File: config.mk
export PLATFORM = sky130hd
export DESIGN_NAME = voice_scheduler
export DESIGN_NICKNAME = d
export VERILOG_FILES = /design/src/rtl/voice_scheduler.sv
export SDC_FILE = /design/constraint.sdc
export NUM_CORES = 1
export LEC_CHECK = 0
export ABC_AREA = 0
export BUFFER_PORTS_ARGS = -buffer_cell sky130_fd_sc_hd__buf_2
export CORE_UTILIZATION = 50
export DETAILED_ROUTE_END_ITERATION = 12
export HOLD_SLACK_MARGIN = 0.1
export PLACE_DENSITY = 0.73
export SYNTH_ARGS = -nofsm -noshare
export SYNTH_HDL_FRONTEND = slang
export SYNTH_SLANG_ARGS = --single-unit
File: constraint.sdc
create_clock -name Clk -period 4.94 [get_ports Clk]
set_input_delay 0.988 -clock Clk [delete_from_list [all_inputs] [get_ports Clk]]
set_output_delay 0.988 -clock Clk [all_outputs]
set_load 0.02 [all_outputs]
File: src/rtl/voice_scheduler.sv
// Time-multiplexed 4-voice phase-accumulator oscillator scheduler.
// Each voice reads one sample from a shared ROM, and the summed result is emitted once per sample frame.
module voice_scheduler #(
  parameter int unsigned NVOICE = 4
) (
  input  logic              Clk,
  input  logic              Reset_n,
  input  logic              Sample_tick,
  input  logic [23:0]       Phase_inc0,
  input  logic [23:0]       Phase_inc1,
  input  logic [23:0]       Phase_inc2,
  input  logic [23:0]       Phase_inc3,
  input  logic [NVOICE-1:0] Voice_en,
  output logic [11:0]       Rom_addr,
  input  logic [15:0]       Rom_data,
  output logic [15:0]       Mix_out,
  output logic              Mix_valid,
  output logic              Busy,
  output logic              Overrun
);

  localparam int unsigned PW   = 24;
  localparam int unsigned AW   = 12;
  localparam int unsigned DW   = 16;
  localparam int unsigned ACCW = 18;
  localparam int unsigned VW   = $clog2(NVOICE);

  typedef enum logic [3:0] {
    IDLE, ADDR0, ACC0, ADDR1, ACC1, ADDR2, ACC2, ADDR3, ACC3, DONE
  } state_e;

  state_e          state_q, state_d;
  logic [PW-1:0]   phase_q [NVOICE];
  logic [PW-1:0]   phase_d [NVOICE];
  logic [PW-1:0]   inc     [NVOICE];
  logic [ACCW-1:0] acc_q, acc_d;
  logic [AW-1:0]   rom_addr_q, rom_addr_d;
  logic [DW-1:0]   mix_out_q, mix_out_d;
  logic            mix_valid_q, mix_valid_d;
  logic            busy_q, busy_d;
  logic            overrun_q, overrun_d;
  logic [VW-1:0]   vidx;
  logic            is_acc;

  assign inc[0] = Phase_inc0;
  assign inc[1] = Phase_inc1;
  assign inc[2] = Phase_inc2;
  assign inc[3] = Phase_inc3;

  // Voice served by the current ADDRi/ACCi slot
  always_comb begin
    vidx   = '0;
    is_acc = 1'b0;
    unique case (state_q)
      ADDR1, ACC1: vidx = VW'(1);
      ADDR2, ACC2: vidx = VW'(2);
      ADDR3, ACC3: vidx = VW'(3);
      default:     vidx = '0;
    endcase
    if (state_q inside {ACC0, ACC1, ACC2, ACC3}) is_acc = 1'b1;
  end

  always_comb begin
    state_d    = state_q;
    rom_addr_d = rom_addr_q;
    acc_d      = acc_q;
    phase_d    = phase_q;
    mix_out_d  = mix_out_q;
    overrun_d  = overrun_q | (Sample_tick & (state_q != IDLE));

    // Rom_addr is loaded on entry to ADDRi so the ROM word arrives during ACCi
    unique case (state_q)
      IDLE: begin
        if (Sample_tick) begin
          state_d    = ADDR0;
          rom_addr_d = phase_q[0][PW-1 -: AW];
        end
      end
      ADDR0: begin
        state_d = ACC0;
        acc_d   = '0;
      end
      ACC0: begin
        state_d    = ADDR1;
        rom_addr_d = phase_q[1][PW-1 -: AW];
      end
      ADDR1: state_d = ACC1;
      ACC1: begin
        state_d    = ADDR2;
        rom_addr_d = phase_q[2][PW-1 -: AW];
      end
      ADDR2: state_d = ACC2;
      ACC2: begin
        state_d    = ADDR3;
        rom_addr_d = phase_q[3][PW-1 -: AW];
      end
      ADDR3:   state_d = ACC3;
      ACC3:    state_d = DONE;
      DONE:    state_d = IDLE;
      default: state_d = IDLE;
    endcase

    if (is_acc) begin
      if (Voice_en[vidx]) begin
        acc_d         = acc_d + {{(ACCW-DW){Rom_data[DW-1]}}, Rom_data};
        phase_d[vidx] = phase_q[vidx] + inc[vidx];
      end else begin
        phase_d[vidx] = '0;
      end
    end

    // Four 16-bit terms fit 18 bits exactly, so >>>2 never overflows 16 bits
    if (state_q == ACC3) mix_out_d = acc_d[ACCW-1 -: DW];

    mix_valid_d = (state_d == DONE);
    busy_d      = (state_d != IDLE);
  end

  always_ff @(posedge Clk) begin
    if (!Reset_n) begin
      state_q     <= IDLE;
      phase_q     <= '{default: '0};
      acc_q       <= '0;
      rom_addr_q  <= '0;
      mix_out_q   <= '0;
      mix_valid_q <= 1'b0;
      busy_q      <= 1'b0;
      overrun_q   <= 1'b0;
    end else begin
      state_q     <= state_d;
      phase_q     <= phase_d;
      acc_q       <= acc_d;
      rom_addr_q  <= rom_addr_d;
      mix_out_q   <= mix_out_d;
      mix_valid_q <= mix_valid_d;
      busy_q      <= busy_d;
      overrun_q   <= overrun_d;
    end
  end

  assign Rom_addr  = rom_addr_q;
  assign Mix_out   = mix_out_q;
  assign Mix_valid = mix_valid_q;
  assign Busy      = busy_q;
  assign Overrun   = overrun_q;

endmodule

==> results.toml, run 1 <==
[critical_path]
critPathArrivalTime_ns = 4.97
worstPathBufferInverterCount = 1
crit_chain = "or4b_1 -> o21ai_2 -> buf_4 -> nor2_1 -> nor3_1 -> ha_1 -> and3_1 -> and4_1 -> a32o_1 -> a41o_1 -> o21ai_0 -> xor2_1 -> a2bb2oi_1 -> nor2_1"
cp_top_family = "simple AND/OR/NAND/NOR gates"
critPathMostFrequentCell = "sky130_fd_sc_hd__nor2_1"
worst-setup-path-type = "register to register"
worstPathRequired_ns = 5.23
worstSetupEndpointType = "register"
worst_path_largest_cell_delay_ns = 0.68
critical_path_peak_fanout = 18
critPathLaunchType = "register"
crit_slowest_cell = "sky130_fd_sc_hd__or4b_1"

[floorplan]
initial_utilization_pct = 51.3
dieArea_mm2 = 0.0176
core_area_mm2 = 0.0166
die_width_um = 133
top_level_ports = 150
std_cell_rows = 47
die_h_um = 133

[layout]
ant_diodes = 0
post-route-util_pct = 60.4
finalNonFillerCells = 1455
syn2layout_area_growth_pct = 17.9
nFillCells = 1544
net_count_of_the_finished_layout = 1384
final_layout_size_suffix_gt1_share_pct = 18.5
finish.instance_area_mm2 = 0.0101

[run]
drv_cap = 0

[global_routing]
grt_start_max_net_pins = 56
grt_pass1_vias = 7977
first_pass_grt_wire_length_mm = 41.1
grt_total_ovfl = 0
antenna_found_initial = 1
gr-usage-all-layers_pct = 29.1

[yosys]
synth_warnings = 0
synthesis.instances = 1097
synthesis.area_per_instance_um2 = 7.78
synth_nets = 1258
ys_types = 73
synth_area_mm2 = 0.00853
ys_async_sr_fraction_pct = 0
ys_seq_area_share_pct = 35.0
edff_count_synth = 0
postSynth.topFlopCell = "sky130_fd_sc_hd__dfxtp_1"
yosys_register_bits = 149

[power]
power.switching_fraction_pct = 32.6
power.share.sequential_pct = 37.9
cell_internal_pwr_mw = 2.30
clockPowerShare_pct = 35.6
switching_power_mw = 1.11
vdd_drop_max_v = 0.000230
power.leakage_nw = 4.28
power_density_normalized_to_cell_area_mw_per_mm2 = 339
power_frac_comb_pct = 26.5

[timing]
period_minus_slack_ns = 4.68
hold_violations = 0
max-slew-margin-rel_pct = 22.1
fin_worst_skew_ns = 0.0103
tightest_slew_ns = 1.17
timing.final.setup_violations = 0
fmaxAchievable_mhz = 214
hold_ws_ns = 0.454
period_share_pct = 94.7
pins_over_their_slew_limit = 0
setup_tns_ns = 0
grt_setup_unrepaired = "no"

[routing]
detail_route.drc_violations = 0
average_wire_per_cell_in_the_routed_design_um = 17.6
initial_drc_count = 1049
drt-pass1-iter-count = 8
wirelength_mm = 25.7
dr_total_vias = 8814
viasPerCell = 6.06
route.antenna.remaining_nets = 0

[place]
routabilityCongestion = 0.932
detailed_place.area_mm2 = 0.00950
placedCellCount = 1424
dp.final_hpwl_mm = 17.6
place.port_buffers = 149

[hold_path]
hold_path_class = "register to register"

[clock_tree]
clk_root_buffer_cell = "sky130_fd_sc_hd__clkbuf_16"
buffer_count_from_post_cts_setup_fixing = 0
insertion_delay_of_the_later_clocked_pin_in_the_worst_skew_pair_ns = 0.43
cts_buffer_depth = 2
clk_pin_slew_worst_paths_ns = 0.06
post_cts_resize_count = 0
cts_made_buffers = 17
clock_sinks = 149
cts.htree.levels = 4
cts-hold-fix-buffers = 0
tritoncts_clock_tree = "yes"

[run_status]
run_status = "finished, final reports clean"
## cell usage in the layout, fill, tap and decap left out, types with 7 or more instances in the layout
cell type / n
sky130_fd_sc_hd__nor2_1: 176
sky130_fd_sc_hd__dfxtp_1: 149
sky130_fd_sc_hd__buf_2: 149
sky130_fd_sc_hd__nand2_1: 125
sky130_fd_sc_hd__a21oi_1: 78
sky130_fd_sc_hd__o21ai_0: 57
sky130_fd_sc_hd__a22oi_1: 57
sky130_fd_sc_hd__ha_1: 40
sky130_fd_sc_hd__o22ai_1: 36
sky130_fd_sc_hd__nor3_1: 36
sky130_fd_sc_hd__buf_4: 27
sky130_fd_sc_hd__nand3_1: 24
sky130_fd_sc_hd__and2_1: 22
sky130_fd_sc_hd__xor2_1: 21
sky130_fd_sc_hd__a31oi_1: 19
sky130_fd_sc_hd__a222oi_1: 17
sky130_fd_sc_hd__clkbuf_16: 17
sky130_fd_sc_hd__xnor2_1: 16
sky130_fd_sc_hd__a21o_1: 14
sky130_fd_sc_hd__a211oi_1: 10
sky130_fd_sc_hd__inv_1: 9
sky130_fd_sc_hd__a32o_1: 8
sky130_fd_sc_hd__a22o_1: 8
sky130_fd_sc_hd__a2bb2oi_1: 7
## metrics by stage
step / power [mW] / setup slack [ns]
finish: 3.41 / 0.262
floorplan: 1.93 / 0.986
CTS: 3.39 / 0.308
global route: 3.55 / 0.0212
detailed placement: 2.19 / 0.330
global placement: 2.18 / 0.436
## flip-flops by register name, indices dropped and copies added (netlist names)
signal,flops
Busy,1
Mix_valid,1
Mix_out,16
Rom_addr,12
Overrun,1
phase_q,96
acc_q,18
state_q,4
## cells in the mapped netlist (all sizes together) (23+ instances only)
cell type,number,area (um2)
nand3,24,120
nor2,180,697
clkbuf,59,221
nor3,36,180
nand2,126,475
o21ai,62,318
a22oi,57,428
a21oi,78,390
and2,23,144
dfxtp,149,2980
o22ai,36,225
ha,40,500
## cell type report
type | count | area, um2 | share of cell area, %
clock buffers | 23 | 468 | 4.65
clock inverters | 8 | 77.6 | 0.771
inverters | 10 | 37.5 | 0.373
multi-input cells | 869 | 5270 | 52.4
flip-flops and latches | 149 | 2980 | 29.7
well taps | 220 | 275 | 2.74
repair buffers | 176 | 948 | 9.43
## power groups by stage
| stage | logic [mW] | registers (mW) | clock network (mW) |
|---|---|---|---|
| 5_1_grt | 0.986 | 1.30 | 1.27 |
| 3_5_place_dp | 0.875 | 1.32 | 0 |
| 6_report | 0.904 | 1.29 | 1.21 |
| 4_1_cts | 0.884 | 1.29 | 1.22 |
| 3_3_place_gp | 0.867 | 1.32 | 0 |
| 2_1_floorplan | 0.601 | 1.32 | 0 |
## final timing paths
kind | start | endpoint | slack, ns | cells past startpoint
min | Mix_out[0]$_SDFFE_PN0N_ | Mix_out[0]$_SDFFE_PN0N_ | 0.45 | 2
max reg2reg | state_q[3]$_SDFF_PN0_ | phase_q[46]$_SDFFE_PN0P_ | 0.26 | 14
max | state_q[3]$_SDFF_PN0_ | phase_q[46]$_SDFFE_PN0P_ | 0.26 | 14
min reg2reg | Mix_out[0]$_SDFFE_PN0N_ | Mix_out[0]$_SDFFE_PN0N_ | 0.45 | 2
## kinds of logic after synthesis
family                     Yosys count  synth area share [%]
xor gates and xnor gates            38                  3.90
AOI/OAI and AO/OA                  352                  27.8
buffers and inverters               79                  3.74
and+or+nand+nor                    431                  22.5
adders and majority gates           42                  6.33
DFF                                149                  35.0
muxes                                6                 0.718
## worst register-to-register path, cell delays in order, from the launching register on
cell,delay [ns]
sky130_fd_sc_hd__dfxtp_1,0.57
sky130_fd_sc_hd__or4b_1,0.69
sky130_fd_sc_hd__o21ai_2,0.41
sky130_fd_sc_hd__buf_4,0.33
sky130_fd_sc_hd__nor2_1,0.06
sky130_fd_sc_hd__nor3_1,0.19
sky130_fd_sc_hd__ha_1,0.38
sky130_fd_sc_hd__and3_1,0.28
sky130_fd_sc_hd__and4_1,0.23
sky130_fd_sc_hd__a32o_1,0.20
sky130_fd_sc_hd__a41o_1,0.24
sky130_fd_sc_hd__o21ai_0,0.27
sky130_fd_sc_hd__xor2_1,0.42
sky130_fd_sc_hd__a2bb2oi_1,0.22
sky130_fd_sc_hd__nor2_1,0.06
## layer usage
layer | global-route usage (%) | wire [um]
met1 | 38.8 | 11200
met2 | 46.4 | 11500
met3 | 6.93 | 2450
met4 | 9.39 | 564
met5 | 0 | 10
Power figures use the tool's default switching activity.
==> run 2: changes to the inputs <==
CORE_UTILIZATION = 25   (was 50)
PLACE_DENSITY = not set   (was 0.73)
==> run 2 against run 1 <==
Against the previous run: cell area increased by 3.6%; register-to-register slack gained 0.20 ns; clock-buffer cell count is 5 lower; utilization fell by 29 points; sequential power barely moved; setup slack gained 0.20 ns; first-iteration DRC count down 27%; clock skew grew 0.0020 ns; sequential share of layout area is 1.0 points lower; power rose by 3.2%; hold slack is essentially flat; critical endpoint unchanged; largest cell class unchanged.
==> results.toml, run 2 (synthesis gave the netlist of run 1 again) <==
[run_status]
run_status = "finished, final reports clean"

[timing]
hold_ws_ns = 0.455
tightest_slew_ns = 1.07
pins_over_their_slew_limit = 0
fin_worst_skew_ns = 0.0124
layout_setup_ws_ns = 0.464
grt_setup_unrepaired = "no"
period_minus_slack_ns = 4.48
fmaxAchievable_mhz = 223
setup_tns_ns = 0
timing.final.setup_violations = 0
period_share_pct = 90.6
hold_violations = 0
max-slew-margin-rel_pct = 28.4

[critical_path]
worst-setup-path-type = "register to register"
worstPathRequired_ns = 5.24
critPathArrivalTime_ns = 4.78
worst_r2r_startpoint = "state_q[1]$_SDFF_PN0_"
critical_path.startpoint = "state_q[1]$_SDFF_PN0_"
cp-endpoint = "phase_q[46]$_SDFFE_PN0P_"
cell_count_of_the_worst_reg_to_reg_path = 15
critPathLaunchType = "register"
ff2ff_setup_slack_ns = 0.46
worstSetupEndpointType = "register"
critical_path_peak_fanout = 24
rr_endpoint = "phase_q[46]$_SDFFE_PN0P_"

[routing]
initial_drc_count = 771
wirelength_mm = 29.2
drt-pass1-iter-count = 7
dr_total_vias = 8821
average_wire_per_cell_in_the_routed_design_um = 17.2
route.antenna.remaining_nets = 0
viasPerCell = 5.22
detail_route.drc_violations = 0

[run]
drv_cap = 0

[floorplan]
std_cell_rows = 67
die_h_um = 187
initial_utilization_pct = 25.4
top_level_ports = 150
dieArea_mm2 = 0.0349
core_area_mm2 = 0.0335
die_width_um = 187

[clock_tree]
cts_buffer_depth = 2
buffer_count_from_post_cts_setup_fixing = 0
cts-hold-fix-buffers = 0
post_cts_resize_count = 0
clk_pin_slew_worst_paths_ns = 0.07
cts.htree.levels = 4
clk_root_buffer_cell = "sky130_fd_sc_hd__clkbuf_16"
tritoncts_clock_tree = "yes"
insertion_delay_of_the_later_clocked_pin_in_the_worst_skew_pair_ns = 0.43
cts_made_buffers = 17
clock_sinks = 149

[power]
vdd_drop_max_v = 0.000280
power.leakage_nw = 4.32
power_density_normalized_to_cell_area_mw_per_mm2 = 338

[global_routing]
grt_start_max_net_pins = 53
grt_pass1_vias = 8281
first_pass_grt_wire_length_mm = 45.5
gr-usage-all-layers_pct = 16.5
antenna_found_initial = 5
grt_total_ovfl = 0

[place]
routabilityCongestion = 0.901
place.port_buffers = 149
dpl_worst_slack_ns = 0.299
dp.final_hpwl_mm = 20.3

[layout]
mostFrequentLayoutCells = "sky130_fd_sc_hd__nor2_1, sky130_fd_sc_hd__buf_2, sky130_fd_sc_hd__dfxtp_1, sky130_fd_sc_hd__nand2_1, sky130_fd_sc_hd__a21oi_1"
largest_reg_flops = 96
final_layout_size_suffix_gt1_share_pct = 19.3
nFillCells = 3592
syn2layout_area_growth_pct = 22.1
max_flop_register = "phase_q"
layout_commonest_cell = "sky130_fd_sc_hd__nor2_1"
net_count_of_the_finished_layout = 1389

[hold_path]
hold_path_class = "register to register"
min_delay_path_depth = 2
hold_start = "phase_q[29]$_SDFFE_PN0P_"
[run 2: changes by cell type in the layout (fill, tap and decap cells not counted), moves of 2 or more]
cell,previous run,this run
sky130_fd_sc_hd__inv_6,0,3
sky130_fd_sc_hd__dfxtp_1,149,146
sky130_fd_sc_hd__dfxtp_2,0,3
sky130_fd_sc_hd__clkbuf_1,4,0
sky130_fd_sc_hd__inv_8,0,3
sky130_fd_sc_hd__buf_4,27,32
sky130_fd_sc_hd__diode_2,0,2
[run 2: how the worst min path moves through the flow]
stage                          endpoint
6_report       phase_q[29]$_SDFFE_PN0P_
2_1_floorplan  phase_q[79]$_SDFFE_PN0P_
3_5_place_dp   phase_q[78]$_SDFFE_PN0P_
4_1_cts        phase_q[29]$_SDFFE_PN0P_
3_3_place_gp   phase_q[30]$_SDFFE_PN0P_
5_1_grt        phase_q[75]$_SDFFE_PN0P_
[run 2: critical path, cell delays in order (launching register included)]
cell	delay, ns
sky130_fd_sc_hd__dfxtp_2	0.55
sky130_fd_sc_hd__or4b_1	0.21
sky130_fd_sc_hd__buf_4	0.37
sky130_fd_sc_hd__o21ai_2	0.11
sky130_fd_sc_hd__a222oi_1	0.32
sky130_fd_sc_hd__nand2_1	0.11
sky130_fd_sc_hd__ha_1	0.25
sky130_fd_sc_hd__fa_1	0.41
sky130_fd_sc_hd__a21o_1	0.19
sky130_fd_sc_hd__a221oi_1	0.41
sky130_fd_sc_hd__o21ai_1	0.25
sky130_fd_sc_hd__a41o_1	0.31
sky130_fd_sc_hd__o21ai_0	0.23
sky130_fd_sc_hd__xor2_1	0.34
sky130_fd_sc_hd__a2bb2oi_1	0.22
sky130_fd_sc_hd__nor2_1	0.06
[run 2: final cells by class]
type,instances,area [um2],share of cell area (%)
Clock buffer,18,439,4.21
Timing Repair Buffer,181,986,9.46
Sequential cell,149,2990,28.7
Antenna cell,2,5.00,0.0480
Clock inverter,14,146,1.40
Tap cell,448,561,5.38
Multi-Input combinational cell,869,5260,50.5
Inverter,10,37.5,0.360
[run 2: power by group]
part	total, mW	internal [mW]	switching, mW	leakage [nW]
combinational	0.907	0.334	0.573	2.83
clock	1.31	0.725	0.589	0.290
sequential	1.30	1.26	0.0431	1.21
[run 2: stage by stage]
stage	utilization (%)	cell area (um2)	std cells	power, mW
2_1_floorplan	-	8530	1097	1.93
3_3_place_gp	29.3	9830	1657	2.21
3_5_place_dp	29.3	9830	1657	2.22
4_1_cts	31.1	10400	1689	3.53
5_1_grt	31.1	10400	1689	3.69
6_report	31.1	10400	1691	3.52
[run 2: per-layer routing]
layer / track usage (%) / wire (um)
met1: 22.7 / 13400
met3: 4.23 / 2890
met2: 25.1 / 12500
met5: 0 / 28
met4: 4.73 / 390
==> run 3: changes to the inputs <==
CORE_UTILIZATION = 57   (was 25)
PLACE_DENSITY = 0.8   (was not set)
==> run 3 against run 2 <==
Against the previous run: sequential share of layout area is 0.90 points higher; flip-flop and latch count unchanged; non-clock buffer count down 5.
==> results.toml, run 3 (synthesis gave the netlist of run 1 again) <==
[timing]
period_share_pct = 92.9
timing.final.setup_violations = 0
fmaxAchievable_mhz = 218
period_minus_slack_ns = 4.59
layout_setup_ws_ns = 0.350
hold_violations = 0
pins_over_their_slew_limit = 0
max-slew-margin-rel_pct = 13.1
setup_tns_ns = 0
hold_ws_ns = 0.457
grt_setup_unrepaired = "no"
tightest_slew_ns = 1.30
fin_worst_skew_ns = 0.0106

[critical_path]
worstPathRequired_ns = 5.24
worstSetupEndpointType = "register"
critPathArrivalTime_ns = 4.89
critical_path_peak_fanout = 26
cell_count_of_the_worst_reg_to_reg_path = 14
worst-setup-path-type = "register to register"
critPathLaunchType = "register"

[layout]
net_count_of_the_finished_layout = 1384
mostFrequentLayoutCells = "sky130_fd_sc_hd__nor2_1, sky130_fd_sc_hd__buf_2, sky130_fd_sc_hd__dfxtp_1, sky130_fd_sc_hd__nand2_1, sky130_fd_sc_hd__a21oi_1"
max_flop_register = "phase_q"
largest_reg_flops = 96
finish.instance_area_mm2 = 0.0101
final_layout_size_suffix_gt1_share_pct = 18.6
finalNonFillerCells = 1420
layout_commonest_cell = "sky130_fd_sc_hd__nor2_1"
post-route-util_pct = 69.2
syn2layout_area_growth_pct = 18.3
nFillCells = 1237
ant_diodes = 0

[routing]
route.antenna.remaining_nets = 0
average_wire_per_cell_in_the_routed_design_um = 18.7
dr_total_vias = 9014
wirelength_mm = 26.6
detail_route.drc_violations = 0
viasPerCell = 6.35
drt-pass1-iter-count = 7
initial_drc_count = 1127

[run]
drv_cap = 0

[place]
detailed_place.area_mm2 = 0.00947
place.port_buffers = 149
placedCellCount = 1388
routabilityCongestion = 0.932
dp.final_hpwl_mm = 17.9
dpl_worst_slack_ns = 0.404

[hold_path]
min_delay_path_depth = 2
hold_path_class = "register to register"

[global_routing]
first_pass_grt_wire_length_mm = 42.9
grt_start_max_net_pins = 54
grt_total_ovfl = 0
antenna_found_initial = 0
gr-usage-all-layers_pct = 34.2
grt_pass1_vias = 8480

[clock_tree]
cts_made_buffers = 17
tritoncts_clock_tree = "yes"
insertion_delay_of_the_later_clocked_pin_in_the_worst_skew_pair_ns = 0.43
cts.htree.levels = 4
cts_buffer_depth = 2
clock_sinks = 149
clk_root_buffer_cell = "sky130_fd_sc_hd__clkbuf_16"
clk_pin_slew_worst_paths_ns = 0.06

[floorplan]
die_h_um = 124
die_width_um = 124
core_area_mm2 = 0.0146
std_cell_rows = 44
dieArea_mm2 = 0.0155
top_level_ports = 150
initial_utilization_pct = 58.5

[run_status]
run_status = "finished, final reports clean"

[power]
vdd_drop_max_v = 0.000303
finalPower_mw = 3.60
power_density_normalized_to_cell_area_mw_per_mm2 = 356
power.leakage_nw = 4.32
==> run 3: cell types whose count changed in the layout (fill, tap and decap cells not counted), sizes merged <==
cell      change
inv           -1
diode         -2
clkinv        -3
buf           -5
bufinv        +3
clkinvlp      +1
==> run 3: critical path, stage by stage (launching register included) <==
cell and delay (ns):
sky130_fd_sc_hd__dfxtp_1 0.49, sky130_fd_sc_hd__or4b_1 0.82, sky130_fd_sc_hd__o21ai_2 0.31, sky130_fd_sc_hd__buf_12 0.25, sky130_fd_sc_hd__nor2_1 0.05, sky130_fd_sc_hd__nor3_1 0.21, sky130_fd_sc_hd__ha_1 0.32, sky130_fd_sc_hd__and3_1 0.19
sky130_fd_sc_hd__a221oi_1 0.42, sky130_fd_sc_hd__o21ai_1 0.24, sky130_fd_sc_hd__a41o_1 0.32, sky130_fd_sc_hd__o22ai_1 0.21, sky130_fd_sc_hd__xor2_1 0.35, sky130_fd_sc_hd__a2bb2oi_1 0.24, sky130_fd_sc_hd__nor2_1 0.05
==> run 3: worst paths after layout <==
path / startpoint / to / slack, ns
max: state_q[2]$_SDFF_PN0_ / phase_q[44]$_SDFFE_PN0P_ / 0.35
max reg2reg: state_q[2]$_SDFF_PN0_ / phase_q[44]$_SDFFE_PN0P_ / 0.35
min reg2reg: phase_q[79]$_SDFFE_PN0P_ / phase_q[79]$_SDFFE_PN0P_ / 0.46
min: phase_q[79]$_SDFFE_PN0P_ / phase_q[79]$_SDFFE_PN0P_ / 0.46
==> run 3: cell type report <==
class,count,area [um2],area share [%]
inverters,10,37.5,0.372
well taps,184,230,2.28
flip-flops and latches,149,2980,29.6
clock buffers,18,429,4.25
multi-input cells,869,5260,52.1
repair buffers,176,961,9.52
clock inverters,14,198,1.96
==> run 3: per-layer routing <==
layer,vias to the layer above,GRT usage [%],wire [um]
met1,4063,45.8,11000
met4,0,14.0,895
met5,-,0,0
met2,584,52.1,11600
met3,94,8.85,3090
li1,4273,-,-
==> run 3: power breakdown <==
group / internal [mW] / switching (mW)
clock: 0.852 / 0.545
sequential: 1.26 / 0.0425
combinational: 0.329 / 0.571
total: 2.44 / 1.16
==> run 3: what timing repair did <==
item                                    4_1_cts  5_1_grt
hold buffers                                  0        0
endpoints found under the setup margin        0        4
buffers inserted                              0        0
resized for setup                             0        1
